$ cat config.mk
export PLATFORM = sky130hd
export DESIGN_NAME = icon_anim_renderer
export DESIGN_NICKNAME = d
export VERILOG_FILES = /design/src/rtl/icon_anim_renderer.sv
export SDC_FILE = /design/constraint.sdc
export NUM_CORES = 1
export LEC_CHECK = 0
export ABC_AREA = 1
export BUFFER_PORTS_ARGS = -buffer_cell sky130_fd_sc_hd__buf_2
export CAP_MARGIN = 20
export CORE_MARGIN = 2
export CORE_UTILIZATION = 45
export CTS_BUF_LIST = sky130_fd_sc_hd__clkbuf_16
export DETAILED_ROUTE_END_ITERATION = 8
export GPL_TIMING_DRIVEN = 0
export PLACE_DENSITY_LB_ADDON = 0.15
export SLEW_MARGIN = 20
export SYNTH_ARGS = -nofsm -noshare
export SYNTH_HDL_FRONTEND = slang
export SYNTH_SLANG_ARGS = --single-unit
$ cat constraint.sdc
create_clock -name my_clk_25m -period 4 [get_ports my_clk_25m]
set_input_delay 0.4 -clock my_clk_25m [delete_from_list [all_inputs] [get_ports my_clk_25m]]
set_output_delay 0.4 -clock my_clk_25m [all_outputs]
set_load 0.01 [all_outputs]
$ cat src/rtl/icon_anim_renderer.sv
// Animated tick / cross glyph renderer for a 96x64 OLED pixel stream.
// It draws the glyph left to right over successive frames, holds it, then pulses done.
// The output colour is registered and is valid one cycle after pixel_index.
// Optional feature macro ICON_ANIM_BLINK_EN: when defined, the glyph blinks during the hold phase.
module icon_anim_renderer #(
  parameter int          WIDTH        = 96,
  parameter int          HEIGHT       = 64,
  parameter int          PIX_W        = 13,
  parameter int          X_OFF        = 0,
  parameter int          Y_OFF        = 0,
  parameter int          HALF_W       = 1,
  parameter int          STEP_PX      = 4,
  parameter int          HOLD_FRAMES  = 30,
  parameter logic [15:0] TICK_COLOR   = 16'h07E0,
  parameter logic [15:0] CROSS_COLOR  = 16'hF800,
  parameter logic [15:0] BG_COLOR     = 16'h0000,
  parameter int          BLINK_FRAMES = 8
) (
  input  logic             my_clk_25m,
  input  logic             reset,
  input  logic [PIX_W-1:0] pixel_index,
  input  logic             start,
  input  logic             glyph_sel,
  input  logic             flip,
  output logic [15:0]      oled_color,
  output logic             busy,
  output logic             done
);

  typedef enum logic [1:0] {StIdle, StDraw, StHold} state_e;

  localparam logic [PIX_W-1:0] LP_W      = PIX_W'(WIDTH);
  localparam logic [PIX_W-1:0] LP_W1     = PIX_W'(WIDTH - 1);
  localparam logic [PIX_W-1:0] LP_H1     = PIX_W'(HEIGHT - 1);
  localparam logic [15:0]      HOLD_LAST = 16'(HOLD_FRAMES - 1);
  localparam logic [6:0]       TICK_SPAN  = 7'd57;
  localparam logic [6:0]       CROSS_SPAN = 7'd45;

  // Reject configurations the datapath cannot represent.
  if (HOLD_FRAMES < 1 || BLINK_FRAMES < 1 || (2 ** PIX_W) < WIDTH * HEIGHT) begin : g_param_chk
    $error("icon_anim_renderer: invalid parameter set");
  end

  state_e           r_state;
  logic [PIX_W-1:0] r_prev_idx;
  logic             r_flip;
  logic [6:0]       r_prog;
  logic [15:0]      r_hold_cnt;
  logic             r_sel;
  logic             r_busy;
  logic             r_done;
  logic [15:0]      r_color;

  logic             w_tick;
  logic [PIX_W-1:0] w_xr, w_yr, w_x, w_y;
  logic signed [15:0] w_lx, w_ly, w_da, w_db, w_dc, w_dd, w_lim;
  logic             w_in_box, w_tick_hit, w_cross_hit, w_vis, w_blink_ok;
  logic [6:0]       w_span;
  logic [7:0]       w_sum;
  logic             w_enter_hold;
  logic [15:0]      w_color;

  // A new frame starts when the index wraps back to zero.
  assign w_tick = (r_prev_idx != '0) && (pixel_index == '0);

  assign w_xr = pixel_index % LP_W;
  assign w_yr = pixel_index / LP_W;
  assign w_x  = r_flip ? (LP_W1 - w_xr) : w_xr;
  assign w_y  = r_flip ? (LP_H1 - w_yr) : w_yr;
  assign w_lx = 16'(int'(w_x) - X_OFF);
  assign w_ly = 16'(int'(w_y) - Y_OFF);

  // Glyph box is always 96x64; indices past the panel are background.
  assign w_in_box = (w_lx >= 0) && (w_lx < 96) && (w_ly >= 0) && (w_ly < 64) &&
                    (int'(pixel_index) < WIDTH * HEIGHT);

  assign w_da = w_ly - w_lx - 16'sd12;
  assign w_db = w_lx + w_ly - 16'sd92;
  assign w_dc = w_ly - w_lx + 16'sd16;
  assign w_dd = w_lx + w_ly - 16'sd80;

  assign w_tick_hit  = ((w_lx >= 20) && (w_lx <= 40) && (w_da >= -HALF_W) && (w_da <= HALF_W)) ||
                       ((w_lx >= 40) && (w_lx <= 76) && (w_db >= -HALF_W) && (w_db <= HALF_W));
  assign w_cross_hit = (w_lx >= 26) && (w_lx <= 70) &&
                       (((w_dc >= -HALF_W) && (w_dc <= HALF_W)) ||
                        ((w_dd >= -HALF_W) && (w_dd <= HALF_W)));

  assign w_lim = $signed({9'b0, r_prog}) + (r_sel ? 16'sd26 : 16'sd20);
  assign w_vis = (w_lx < w_lim);

  assign w_span       = r_sel ? CROSS_SPAN : TICK_SPAN;
  assign w_sum        = {1'b0, r_prog} + 8'(STEP_PX);
  assign w_enter_hold = (r_state == StDraw) && w_tick && (w_sum >= {1'b0, w_span});

`ifdef ICON_ANIM_BLINK_EN
  logic        r_blink_vis;
  logic [15:0] r_blink_cnt;

  // Blink phase: restarts visible on HOLD entry, toggles every BLINK_FRAMES frame ticks.
  always_ff @(posedge my_clk_25m or posedge reset) begin
    if (reset) begin
      r_blink_vis <= 1'b1;
      r_blink_cnt <= '0;
    end else if (w_enter_hold) begin
      r_blink_vis <= 1'b1;
      r_blink_cnt <= '0;
    end else if (r_state == StHold && w_tick) begin
      if (r_blink_cnt == 16'(BLINK_FRAMES - 1)) begin
        r_blink_cnt <= '0;
        r_blink_vis <= ~r_blink_vis;
      end else begin
        r_blink_cnt <= r_blink_cnt + 16'd1;
      end
    end
  end

  assign w_blink_ok = (r_state != StHold) || r_blink_vis;
`else
  assign w_blink_ok = 1'b1;
`endif

  // Colour of the current pixel before the output register.
  always_comb begin
    w_color = BG_COLOR;
    if (r_state != StIdle && w_in_box && w_vis && w_blink_ok) begin
      if (!r_sel && w_tick_hit) begin
        w_color = TICK_COLOR;
      end else if (r_sel && w_cross_hit) begin
        w_color = CROSS_COLOR;
      end
    end
  end

  // Sequencer with registered colour, busy and done.
  always_ff @(posedge my_clk_25m or posedge reset) begin
    if (reset) begin
      r_state    <= StIdle;
      r_prev_idx <= '0;
      r_flip     <= 1'b0;
      r_prog     <= '0;
      r_hold_cnt <= '0;
      r_sel      <= 1'b0;
      r_busy     <= 1'b0;
      r_done     <= 1'b0;
      r_color    <= BG_COLOR;
    end else begin
      r_prev_idx <= pixel_index;
      r_color    <= w_color;
      r_done     <= 1'b0;
      if (w_tick) begin
        r_flip <= flip;
      end
      case (r_state)
        StIdle: begin
          // A start landing in the done cycle is dropped.
          if (start && !r_done) begin
            r_sel   <= glyph_sel;
            r_prog  <= '0;
            r_busy  <= 1'b1;
            r_state <= StDraw;
          end
        end
        StDraw: begin
          if (w_enter_hold) begin
            r_prog     <= w_span;
            r_hold_cnt <= '0;
            r_state    <= StHold;
          end else if (w_tick) begin
            r_prog <= w_sum[6:0];
          end
        end
        StHold: begin
          if (w_tick) begin
            if (r_hold_cnt == HOLD_LAST) begin
              r_done  <= 1'b1;
              r_busy  <= 1'b0;
              r_state <= StIdle;
            end else begin
              r_hold_cnt <= r_hold_cnt + 16'd1;
            end
          end
        end
        default: r_state <= StIdle;
      endcase
    end
  end

  assign oled_color = r_color;
  assign busy       = r_busy;
  assign done       = r_done;

endmodule

==> run_results.csv <==
group,metric,value,unit
detailed_routing,first_pass_iters,7,
timing,finalSetupViolCount,6,
synthesis,netlist_instances,775,
worst_setup_path,crit_path_start_kind,"input port",
place,dp.final_hpwl,10400,um
timing,rsz0062_at_grt,"yes",
synthesis,dominantRegCellSynth,"dfrtp_1",
clocking,cts.sinks,43,
synthesis,yosys_warnings,0,
timing,whs,72.9,ps
timing,fin_skew,5.72,ps
synthesis,yosys.area.top_type,"dfrtp_1",
hold_path,hold_path_class,"input port to asynchronous set/reset pin",
synthesis,ys_seq_elements,43,
cells_and_area,fin_nets,965,
floorplanning,fp.dieArea,12700,sq um
cells_and_area,final_util,62.2,%
run,maxCapViolations,0,
synthesis,syn_area,5330,sq um
clocking,cts_tree,"done",
cells_and_area,regArea,1080,sq um
synthesis,synth_top_area_share,20.2,%
power_and_ir_drop,power,2370,uW
synthesis,synthDistinctLibCells,59,
cells_and_area,antennaDiodeCount,0,
synthesis,avgSynthCellArea,6.87,sq um
synthesis,synthTopCellsByCount,"nand2_1, inv_1, nor2_1, ha_1, nand3_1",
global_route,grt_pass1_wl,24400,um
clocking,cts-buffers-inserted,5,
clocking,htree_num_levels,2,
synthesis,synth_most_common_cell,"nand2_1",
synthesis,async_flop_share,100,%
global_route,grt_max_degree,31,
timing,drv_slew,0,
detailed_routing,drtIter0Drc,228,
global_route,grt_pass1_vias,5348,
floorplanning,start_util,46.4,%
power_and_ir_drop,pwr_density_cell,332,nW/um^2
global_route,grt_usage,22.9,%
worst_setup_path,worst-setup-path-type,"input port to flip-flop",
clocking,root_buffer,"clkbuf_16",
floorplanning,ios,36,
cells_and_area,drive_above_1_share,32.9,%
clocking,clk_path_buf_depth,2,
floorplanning,core_area,11500,sq um
power_and_ir_drop,peakVddDrop,0.174,mV
clocking,clock_latency,290,ps
global_route,antenna_found_initial,0,
detailed_routing,drc_errors,0,
worst_setup_path,critPathSlowestCell,"or2_1",
worst_setup_path,required,4210,ps
place,dp_slack,-1820,ps
synthesis,synth_edf_count,0,
detailed_routing,wl,15100,um
status,violations,"setup timing",
synthesis,yosys-top-cells-area,"dfrtp_1, ha_1, nand2_1",
timing,fin_crit_sh,124,%
cells_and_area,nFillCells,974,
timing,period_minus_slack,4950,ps
timing,setup_ws,-949,ps
detailed_routing,vias,5560,
floorplanning,rows,39,
detailed_routing,wl_per_cell,14.6,um
cells_and_area,multiInputGateArea,4320,sq um
timing,max_slew_margin,43.8,%
timing,max_freq,202,MHz
place,gp_congestion,0.912,
floorplanning,dieHeight,113,um
floorplanning,die_w,113,um
worst_setup_path,path_max_fanout,6,
worst_setup_path,max_stage_delay,260,ps
clocking,path_clk_slew,60,ps
timing,worstMarginPinSlew,842,ps
worst_setup_path,cpMostUsedCell,"nand2_4",
clocking,cts_hold_buf,0,
status,outcome,"finished, violations left",
worst_setup_path,cp.arrival,5160,ps
synthesis,ys_seq_area_share,20.2,%
cells_and_area,area_growth,33.9,%
worst_setup_path,endpoint_kind,"flip-flop",
detailed_routing,routed_via_density,5.38,
power_and_ir_drop,p_leak,0.00366,uW
timing,final-hold-violation-count,0,
place,portBuffers,30,
detailed_routing,final_antenna_net_count,0,
global_route,grt-ovfl-total,0,
cells by family after synthesis:
family / Yosys count / share of synthesized area [%]
compound gates: 113 / 12.6
other cells: 2 / 0.141
fa+ha+maj: 57 / 13.7
flops: 43 / 20.2
simple gates: 359 / 32.3
buf+inv: 147 / 11.6
mux: 1 / 0.211
xor+xnor: 53 / 9.21
cell type report:
class,count,area share [%]
tap,143,2.51
multi-input combinational,594,60.6
inverter,126,7.07
buffer,20,1.97
clock buffer,5,1.76
sequential,43,15.1
clock inverter,3,0.544
timing repair buffer,100,10.5
cell usage in the layout, fill, tap and decap left out, drive strengths merged, types with 2 or more instances in the layout:
| master | count |
|---|---|
| a211oi | 2 |
| a21o | 2 |
| a21oi | 44 |
| a31oi | 3 |
| buf | 118 |
| clkbuf | 7 |
| clkinv | 3 |
| conb | 11 |
| dfrtp | 43 |
| fa | 2 |
| ha | 55 |
| inv | 125 |
| nand2 | 158 |
| nand3 | 56 |
| nand3b | 6 |
| nand4 | 26 |
| nor2 | 60 |
| nor3 | 29 |
| nor4 | 11 |
| nor4b | 2 |
| o2111ai | 3 |
| o21ai | 42 |
| o21bai | 5 |
| o31ai | 3 |
| or2 | 10 |
| xnor2 | 8 |
| xor2 | 45 |
routing by layer:
metal	vias up	GRT usage (%)	share of wire, %
met5	-	0	0
met4	0	5.93	2.1
met3	30	3.05	3.8
met2	135	41.8	50
met1	2643	28.3	44
li1	2752	-	-
through the flow:
stage | std cells | TNS [ps] | cell area [sq um]
floorplan | 784 | -1390 | 5480
global placement | 957 | -3280 | 5810
detailed placement | 958 | -3560 | 5830
CTS | 1019 | -5600 | 6690
global route | 1034 | -3550 | 7130
finish | 1034 | -1970 | 7130
repair_timing:
action                     CTS  global route
cloned                       0             0
pin swaps                   51            59
buffers inserted            54            21
setup endpoints to repair    2            28
gates resized for setup     76            71
sequential cells by signal (all words and copies together) (netlist names):
signal / cells
busy: 1
done: 1
oled_color: 2
r_flip: 1
r_hold_cnt: 16
r_prev_idx: 13
r_prog: 6
r_sel: 1
r_state: 2
final timing paths:
check,startpoint,slack (ps),to,cells after the start
min in group my_clk_25m,pixel_index[10],260,r_prev_idx[10]$_DFF_PP0_,1
max in group asynchronous,reset,3450,r_hold_cnt[8]$_DFFE_PP0P_,3
min,reset,70,r_prev_idx[4]$_DFF_PP0_,2
max,pixel_index[11],-950,oled_color[14]$_DFF_PP0_,41
max reg2reg,r_flip$_DFFE_PP0P_,-670,oled_color[14]$_DFF_PP0_,24
min reg2reg,busy$_DFFE_PP0P_,480,busy$_DFFE_PP0P_,2
worst max-delay path: cells and delay by family:
kind | cells | cell delay [ps]
AO/OA/AOI/OAI | 5 | 590
XOR/XNOR | 1 | 230
adder cells (fa/ha/maj) | 2 | 430
buffers and inverters | 5 | 360
AND/OR/NAND/NOR | 28 | 3130
where the power goes:
part           internal, uW  switching, uW
combinational           557            878
clock                   291            169
sequential              458           17.3
total                  1310           1060
Power figures use the tool's default switching activity.
